## src/rtl/hs_tx_arbiter.sv

```systemverilog
`default_nettype none
// ============================================================================
// Module   : hs_tx_arbiter
// Brief    : Round-robin arbiter sharing one 4-phase req/ack link between
//            NUM_REQ requesters. Define HS_TIMEOUT_EN for the ack timeout/abort.
// Revision : 1.0 - initial release
// ============================================================================
module hs_tx_arbiter #(
    parameter int NUM_REQ     = 4,
    parameter int DATA_W      = 4,
    parameter int SYNC_STAGES = 2,
    parameter int TIMEOUT     = 64
) (
    input  logic                       clka,
    input  logic                       rst,
    input  logic [NUM_REQ-1:0]         req_valid,
    input  logic [NUM_REQ*DATA_W-1:0]  req_data,
    output logic [NUM_REQ-1:0]         req_ready,
    output logic [NUM_REQ-1:0]         done,
    output logic                       data_req,
    output logic [DATA_W-1:0]          data,
    input  logic                       data_ack,
    output logic                       busy,
    output logic [$clog2(NUM_REQ)-1:0] grant_id,
    output logic                       err
);

    localparam int c_idx_w = $clog2(NUM_REQ);
    localparam logic [c_idx_w-1:0] c_last_idx = c_idx_w'(NUM_REQ - 1);

    if (NUM_REQ < 2 || NUM_REQ > 8 || SYNC_STAGES < 2 || TIMEOUT < 2) begin : g_param_check
        $error("hs_tx_arbiter: parameter out of range");
    end

`ifdef HS_TIMEOUT_EN
    typedef enum logic [2:0] {
        ST_IDLE   = 3'd0,
        ST_SETUP  = 3'd1,
        ST_REQ_HI = 3'd2,
        ST_REQ_LO = 3'd3,
        ST_ABORT  = 3'd4
    } state_t;
    localparam int c_cnt_w = $clog2(TIMEOUT);
    localparam logic [c_cnt_w-1:0] c_cnt_last = c_cnt_w'(TIMEOUT - 1);
    logic [c_cnt_w-1:0] cnt_q, cnt_d;
`else
    typedef enum logic [2:0] {
        ST_IDLE   = 3'd0,
        ST_SETUP  = 3'd1,
        ST_REQ_HI = 3'd2,
        ST_REQ_LO = 3'd3
    } state_t;
`endif

    state_t                  state_q, state_d;
    logic [c_idx_w-1:0]      ptr_q, ptr_d;
    logic [c_idx_w-1:0]      grant_q, grant_d;
    logic [DATA_W-1:0]       data_q, data_d;
    logic                    data_req_q, data_req_d;
    logic [SYNC_STAGES-1:0]  ack_sync_q, ack_sync_d;

    logic                    w_ack_s;
    logic                    w_found;
    logic [c_idx_w-1:0]      w_winner;
    logic [c_idx_w-1:0]      w_scan;
    logic [c_idx_w-1:0]      w_ptr_next;
    logic                    w_timeout;

    assign ack_sync_d = {ack_sync_q[SYNC_STAGES-2:0], data_ack};
    assign w_ack_s    = ack_sync_q[SYNC_STAGES-1];
    assign w_ptr_next = (grant_q == c_last_idx) ? '0 : grant_q + 1'b1;

    // First requester at or above the RR pointer, wrapping around.
    always_comb begin
        w_found  = 1'b0;
        w_winner = '0;
        w_scan   = '0;
        for (int off = 0; off < NUM_REQ; off++) begin
            w_scan = c_idx_w'((int'(ptr_q) + off) % NUM_REQ);
            if (!w_found && req_valid[w_scan]) begin
                w_found  = 1'b1;
                w_winner = w_scan;
            end
        end
    end

    always_comb begin
        state_d    = state_q;
        ptr_d      = ptr_q;
        grant_d    = grant_q;
        data_d     = data_q;
        data_req_d = data_req_q;
        req_ready  = '0;
        done       = '0;
        w_timeout  = 1'b0;
`ifdef HS_TIMEOUT_EN
        cnt_d      = cnt_q;
`endif
        case (state_q)
            ST_IDLE: begin
                if (w_found) begin
                    req_ready[w_winner] = 1'b1;
                    grant_d             = w_winner;
                    data_d              = req_data[int'(w_winner)*DATA_W +: DATA_W];
                    state_d             = ST_SETUP;
                end
            end
            ST_SETUP: begin
                data_req_d = 1'b1;
                state_d    = ST_REQ_HI;
`ifdef HS_TIMEOUT_EN
                cnt_d      = '0;
`endif
            end
            ST_REQ_HI: begin
                if (w_ack_s) begin
                    data_req_d = 1'b0;
                    state_d    = ST_REQ_LO;
`ifdef HS_TIMEOUT_EN
                end else if (cnt_q == c_cnt_last) begin
                    data_req_d = 1'b0;
                    w_timeout  = 1'b1;
                    ptr_d      = w_ptr_next;
                    cnt_d      = '0;
                    state_d    = ST_ABORT;
                end else begin
                    cnt_d      = cnt_q + 1'b1;
`endif
                end
            end
            ST_REQ_LO: begin
                if (!w_ack_s) begin
                    done[grant_q] = 1'b1;
                    ptr_d         = w_ptr_next;
                    state_d       = ST_IDLE;
                end
            end
`ifdef HS_TIMEOUT_EN
            // A late ack must be seen low twice in a row before the link is reused.
            ST_ABORT: begin
                if (w_ack_s) begin
                    cnt_d = '0;
                end else if (cnt_q == c_cnt_w'(1)) begin
                    state_d = ST_IDLE;
                end else begin
                    cnt_d = cnt_q + 1'b1;
                end
            end
`endif
            default: begin
                data_req_d = 1'b0;
                state_d    = ST_IDLE;
            end
        endcase
        if (rst) begin
            req_ready = '0;
            done      = '0;
            w_timeout = 1'b0;
        end
    end

    always_ff @(posedge clka) begin
        if (rst) begin
            state_q    <= ST_IDLE;
            ptr_q      <= '0;
            grant_q    <= '0;
            data_q     <= '0;
            data_req_q <= 1'b0;
            ack_sync_q <= '0;
        end else begin
            state_q    <= state_d;
            ptr_q      <= ptr_d;
            grant_q    <= grant_d;
            data_q     <= data_d;
            data_req_q <= data_req_d;
            ack_sync_q <= ack_sync_d;
        end
    end

`ifdef HS_TIMEOUT_EN
    always_ff @(posedge clka) begin
        if (rst) begin
            cnt_q <= '0;
        end else begin
            cnt_q <= cnt_d;
        end
    end
    assign err = w_timeout;
`else
    assign err = 1'b0;
`endif

    assign data_req = data_req_q;
    assign data     = data_q;
    assign busy     = (state_q != ST_IDLE);
    assign grant_id = grant_q;

endmodule
`default_nettype wire

```

## config.mk

```make
export PLATFORM = sky130hd
export DESIGN_NAME = hs_tx_arbiter
export DESIGN_NICKNAME = d
export VERILOG_FILES = /design/src/rtl/hs_tx_arbiter.sv
export SDC_FILE = /design/constraint.sdc
export NUM_CORES = 1
export LEC_CHECK = 0
export BUFFER_PORTS_ARGS = -buffer_cell sky130_fd_sc_hd__buf_2
export CORE_ASPECT_RATIO = 1.5
export CORE_MARGIN = 4
export CORE_UTILIZATION = 40
export DETAILED_ROUTE_END_ITERATION = 8
export MAX_ROUTING_LAYER = met4
export PLACE_DENSITY = 0.73
export SLEW_MARGIN = 25
export SYNTH_ARGS = -nofsm -noshare
export SYNTH_HDL_FRONTEND = slang
export SYNTH_SLANG_ARGS = --single-unit
```

## constraint.sdc

```tcl
create_clock -name clka -period 1.6 [get_ports clka]
set_clock_uncertainty 0.05 [all_clocks]
set_input_delay 0.32 -clock clka [delete_from_list [all_inputs] [get_ports clka]]
set_output_delay 0.32 -clock clka [all_outputs]
set_load 0.01 [all_outputs]
```

-- Word-level counts from Yosys, hierarchy flattened
Index checks and enable logic that the tools add are counted.
Widths: inputs -> output; s select.
- add/subtract/negate cells: 4
- order comparisons: 8
- eq/ne operators: 7
- shifts and indexed selects: 1
- mux-type cells: 33
- bitwise gates (word level): 2
- reductions and logical operators: 15
- operators by type and width (operator ; count):
    $mux 4 ; 6
    $lt 2x3->1 const B ; 6
    $shiftx 16x5->4 ; 1
    $pmux 3 s4 ; 1
    $mux 1 ; 11
    $mux 2 ; 5
    $mux 3 ; 3
    $bmux 1 s2 ; 4
    $eq 3x2->1 const B ; 2
    $ne 2x2->1 const B ; 3
    $reduce_and 2->1 ; 3
    $logic_and 1x1->1 ; 5
    $add 2x1->2 const B ; 2
    $add 2x2->2 const B ; 2
    $demux 1 s2 ; 2
    $ge 2x1->1 const B ; 2
    $eq 3x1->1 const B ; 1
    $logic_not 1->1 ; 3
    $logic_not 3->1 ; 1
    $pmux 1 s3 ; 1
    $reduce_and 3->1 ; 1
    $reduce_bool 3->1 ; 1
    $eq 2x2->1 const B ; 1
    $not 1->1 ; 2
    $reduce_or 2->1 ; 1
- register bits: 14
- input bits: 23
- output and inout port bits: 17
- logic and storage cells: 76

-- Longest topological paths before layout
- word-level depth: 19
- gate-level depth with buffers: 7

-- Worst setup path before layout
OpenSTA, ideal clock, no wires.
- path type: reg-to-output
- start: reg ptr_q[1]
- end: out req_ready[1]
- arrival time: 1228 ps
- path slack: 2 ps
- stages on the path, launching flop included: 7
- path buffers: 1
- cell sequence: dfxtp_1 > clkbuf_2 > mux2i_1 > o22ai_1 > a21oi_1 > nand2_1 > nor2_1
- longest elaborated chain between the ends: 19
- RTL lines (item ; line ; text):
    from (decl) ; 56 ; logic [c_idx_w-1:0] ptr_q, ptr_d;
    from (signal assigned) ; 172 ; ptr_q <= ptr_d;
    branches (longest 16 deep; another with $lt 2x3->1) ; n/a ;
    $mux 4 * ; 101 ; if (w_found) begin
    $mux 4 * ; 99 ; case (state_q)
    $mux 4 * ; 155 ; if (rst) begin
    to (decl) ; 18 ; output logic [NUM_REQ-1:0] req_ready,
Every way passes the cells marked *. The select of a mux whose other input is x is not followed.

-- Final worst setup path
Same ends and word-level chain as after synthesis.

==> flow_summary_export.csv <==
group,metric,value,unit
placement,place.detailed.hpwl,1.79,mm
drt,drt.antenna.violating_nets,0,
power,internal_power,0.000941,W
yosys,combinational_family_with_the_most_area_after_synthesis,"simple AND/OR/NAND/NOR gates",
die,coreArea,2030,sq um
die,top_level_ports,40,
cts,h-tree-depth,1,
global_route,grt_max_degree,8,
drt,drtPass1Iterations,4,
cts,cts_made_buffers,3,
power,seq_power_share,0.327,
yosys,postSynth.asyncResetShare,0,
yosys,post-synth-top-area-cell,"sky130_fd_sc_hd__dfxtp_1",
yosys,synth-simple-area-share,0.208,
yosys,netlist_top_cells_area,"sky130_fd_sc_hd__dfxtp_1, sky130_fd_sc_hd__mux2i_1, sky130_fd_sc_hd__ha_1, sky130_fd_sc_hd__nand2_1, sky130_fd_sc_hd__nor2_1",
cells_and_area,antenna_cells,0,
power,p_clk_frac,0.132,
placement,detailed_place.area,1160,sq um
worst_setup_path,timing.critical_path.required,1230,ps
placement,globalplace.congestion,0.724,
global_route,vias_in_the_first_global_route,1027,
outcome,outcome,"finished with violations",
die,die_h,64.2,um
timing,finalHoldWorstSlack,210,ps
die,die_width,45.4,um
cts,clk-insertion-delay-late,270,ps
yosys,library_cells_used_by_synthesis,24,
placement,portBuffers,38,
power,power.density_cell_area,1150,nW/um^2
cts,max-clock-path-buffers,2,
worst_setup_path,cp_top_family,"flip-flops",
power,power.ir.vdd_worst,0.710,mV
die,die_area,2910,sq um
timing,fin_crit,1940,ps
worst_setup_path,worstReg2RegEnd,"data[0]$_SDFFE_PP0P_",
timing,clock.fmax,515,MHz
yosys,netlist_instances,100,
cts,clk_transition_reported_paths,90,ps
yosys,synth_warnings,0,
drt,detailed_route_wire_length_per_cell,14.3,um
yosys,avgSynthCellArea,8.41,sq um
yosys,synthesized_area_fraction_occupied_by_ao_oa_aoi_and_oai_cells,0.164,
worst_setup_path,ff2ff_setup_slack,-80,ps
worst_setup_path,crit_path_top_delay_cell,"sky130_fd_sc_hd__dfxtp_4",
power,swShare,0.402,
worst_setup_path,criticalPathCategory,"reg -> out",
worst_setup_path,crit_fanout,3,
drt,viasPerCell,5.22,
timing,setup_tns,-1560,ps
job,max_cap_violations,0,
cells_and_area,layout.cell_area.non_filler,1370,sq um
drt,drt_iter0_markers,8,
cts,cts_tree,"built",
power,post-layout-total-power,0.00157,W
yosys,synth_nets,131,
cts,post_cts_hold_buffer_count,0,
power,share_comb_of_total_power,0.541,
worst_setup_path,crit-reg2reg-launch,"ptr_q[1]$_SDFFE_PP0P_",
yosys,yosys_register_bits,13,
min_path,hp-class,"in -> reg",
power,leakage,0.679,nW
drt,wirelength,2.62,mm
timing,setup_slack_after_layout,-344,ps
yosys,synthTopCellsByCount,"sky130_fd_sc_hd__nand2_1, sky130_fd_sc_hd__dfxtp_1, sky130_fd_sc_hd__nor2_1",
yosys,yosysSeqAreaShare,0.310,
timing,timing.final.max_slew_violations,0,
global_route,gr-total-overflow,0,
timing,grt_setup_unrepaired,"true",
min_path,min_delay_worst_endpoint,"ack_sync_q[0]$_SDFF_PP0_",
cts,numClockSinks,13,
global_route,grt_first_pass_wirelength,4.13,mm
placement,dp_slack,-178,ps
yosys,synth_mux_area_frac,0.131,
drt,drc,0,
yosys,yosys.area_share.adder,0.119,
yosys,share_of_the_synthesized_area_in_the_top_cell_type,0.310,
power,p_switching,0.000633,W
cts,cts-root-buf,"sky130_fd_sc_hd__clkbuf_4",
drt,vias,955,
cells_and_area,syn2layout_area_growth,63.1,%
worst_setup_path,worst-endpoint-arrival,1570,ps
timing,fin_crit_sh,1.21,
die,placement_rows,20,
worst_setup_path,max_stage_delay,380,ps
yosys,library_cell_with_the_highest_instance_count_after_synthesis,"sky130_fd_sc_hd__nand2_1",
worst_setup_path,worst_setup_path_end_kind,"output pin",
cells_and_area,drive_above_1_share,0.565,
timing,timing.final.setup_violations,12,
outcome,violations_in_the_final_reports,"negative setup slack",
min_path,hold_path_depth,2,
worst_setup_path,critPathBufInv,1,
timing,finalHoldViolations,0,
yosys,post_synth_xor_xnor_area,0,
min_path,hp-start,"data_ack",
worst_setup_path,reg2regPathDepth,8,
worst_setup_path,worstSetupStartpointType,"flop",
global_route,grtUsageTotal,0.191,
die,initial_core_util,0.415,
yosys,yosys_most_used_dff,"sky130_fd_sc_hd__dfxtp_1",
worst_setup_path,critical_path.cell_chain,"mux2i_2 -> o22ai_2 -> a21oi_2 -> nand2_2 -> nor2_1 -> buf_2",
yosys,edff_count_synth,0,
cells_and_area,num-nets-final,193,
global_route,grt_antenna_before_repair,0,
yosys,netlist_area,841,sq um
metal layers:
| metal | track usage | vias up | share of wire |
|---|---|---|---|
| met4 | 0.0879 | 0 | 0.022 |
| met3 | 0.0394 | 7 | 0.064 |
| met1 | 0.201 | 448 | 0.36 |
| li1 | - | 461 | - |
| met5 | - | - | 0 |
| met2 | 0.323 | 39 | 0.56 |
worst reg2reg max path, cell delays in order, from the launching register on:
cell	delay (ps)
sky130_fd_sc_hd__dfxtp_4	370
sky130_fd_sc_hd__buf_6	120
sky130_fd_sc_hd__a21oi_2	110
sky130_fd_sc_hd__o21a_1	170
sky130_fd_sc_hd__o22a_1	200
sky130_fd_sc_hd__nand2_1	90
sky130_fd_sc_hd__buf_4	140
sky130_fd_sc_hd__buf_4	150
sky130_fd_sc_hd__o221ai_1	210
cells in the final DEF (no fill, tap or decap), types with 2 or more instances in the layout:
master                     instances
sky130_fd_sc_hd__a21oi_1           4
sky130_fd_sc_hd__a21oi_2           3
sky130_fd_sc_hd__and2_1            4
sky130_fd_sc_hd__buf_2            38
sky130_fd_sc_hd__buf_4            16
sky130_fd_sc_hd__buf_6             5
sky130_fd_sc_hd__clkbuf_4          3
sky130_fd_sc_hd__dfxtp_1           8
sky130_fd_sc_hd__dfxtp_2           2
sky130_fd_sc_hd__dfxtp_4           3
sky130_fd_sc_hd__ha_1              6
sky130_fd_sc_hd__inv_1             7
sky130_fd_sc_hd__mux2i_1           7
sky130_fd_sc_hd__mux2i_2           4
sky130_fd_sc_hd__nand2_1          12
sky130_fd_sc_hd__nand2_2           2
sky130_fd_sc_hd__nor2_1           10
sky130_fd_sc_hd__nor2_4            3
sky130_fd_sc_hd__nor2b_1           2
sky130_fd_sc_hd__o221ai_2          3
sky130_fd_sc_hd__o22ai_2           2
power groups by stage:
stage / Sequential, W / Clock, W / Combinational (W)
floorplan: 0.000494 / 0 / 0.000394
global placement: 0.000478 / 0 / 0.000663
detailed placement: 0.000483 / 0 / 0.000688
CTS: 0.000502 / 0.000208 / 0.000807
global route: 0.000528 / 0.000223 / 0.000941
finish: 0.000515 / 0.000207 / 0.000852
flip-flops by register name, indices dropped and copies added (netlist names):
name	count
data_req	1
ptr_q	2
ack_sync_q	2
data	4
state_q	2
grant_id	2
area by class of cell:
type                       instances  area [sq um]
tap                               22          27.5
fill                             172           656
sequential                        13           274
clock buffer                       4          26.3
inverter                           8          30.0
multi-input combinational         76           627
timing repair buffer              60           387
cells by family (layout without fill, tap and decap cells):
family | after synthesis | count (layout)
compound gates | 19 | 19
fa+ha+maj | 8 | 8
buf+inv | 11 | 72
flops | 13 | 13
mux | 11 | 11
other cells | 1 | 1
simple gates | 37 | 37
per-stage QoR:
stage / instances / utilization
detailed placement: 172 / 0.572
global route: 183 / 0.677
CTS: 186 / 0.660
floorplan: 100 / -
global placement: 172 / 0.572
finish: 183 / 0.677
timing repair:
| item | 4_1_cts | 5_1_grt |
|---|---|---|
| resized for setup | 22 | 19 |
| pin swaps | 9 | 5 |
| hold endpoints to repair | 0 | 0 |
| buffers inserted | 10 | 3 |
| endpoints found under the setup margin | 9 | 13 |
worst max path at each step:
stage,from,end,cells past startpoint
after CTS,ptr_q[1]$_SDFFE_PP0P_,req_ready[0],7
after global placement,req_valid[0],req_ready[1],7
final,ptr_q[1]$_SDFFE_PP0P_,req_ready[1],6
after global routing,ptr_q[1]$_SDFFE_PP0P_,req_ready[1],6
after floorplan,ptr_q[1]$_SDFFE_PP0P_,req_ready[1],6
after detailed placement,req_valid[0],req_ready[3],7
Note: power is estimated with default switching activity, not from simulation.
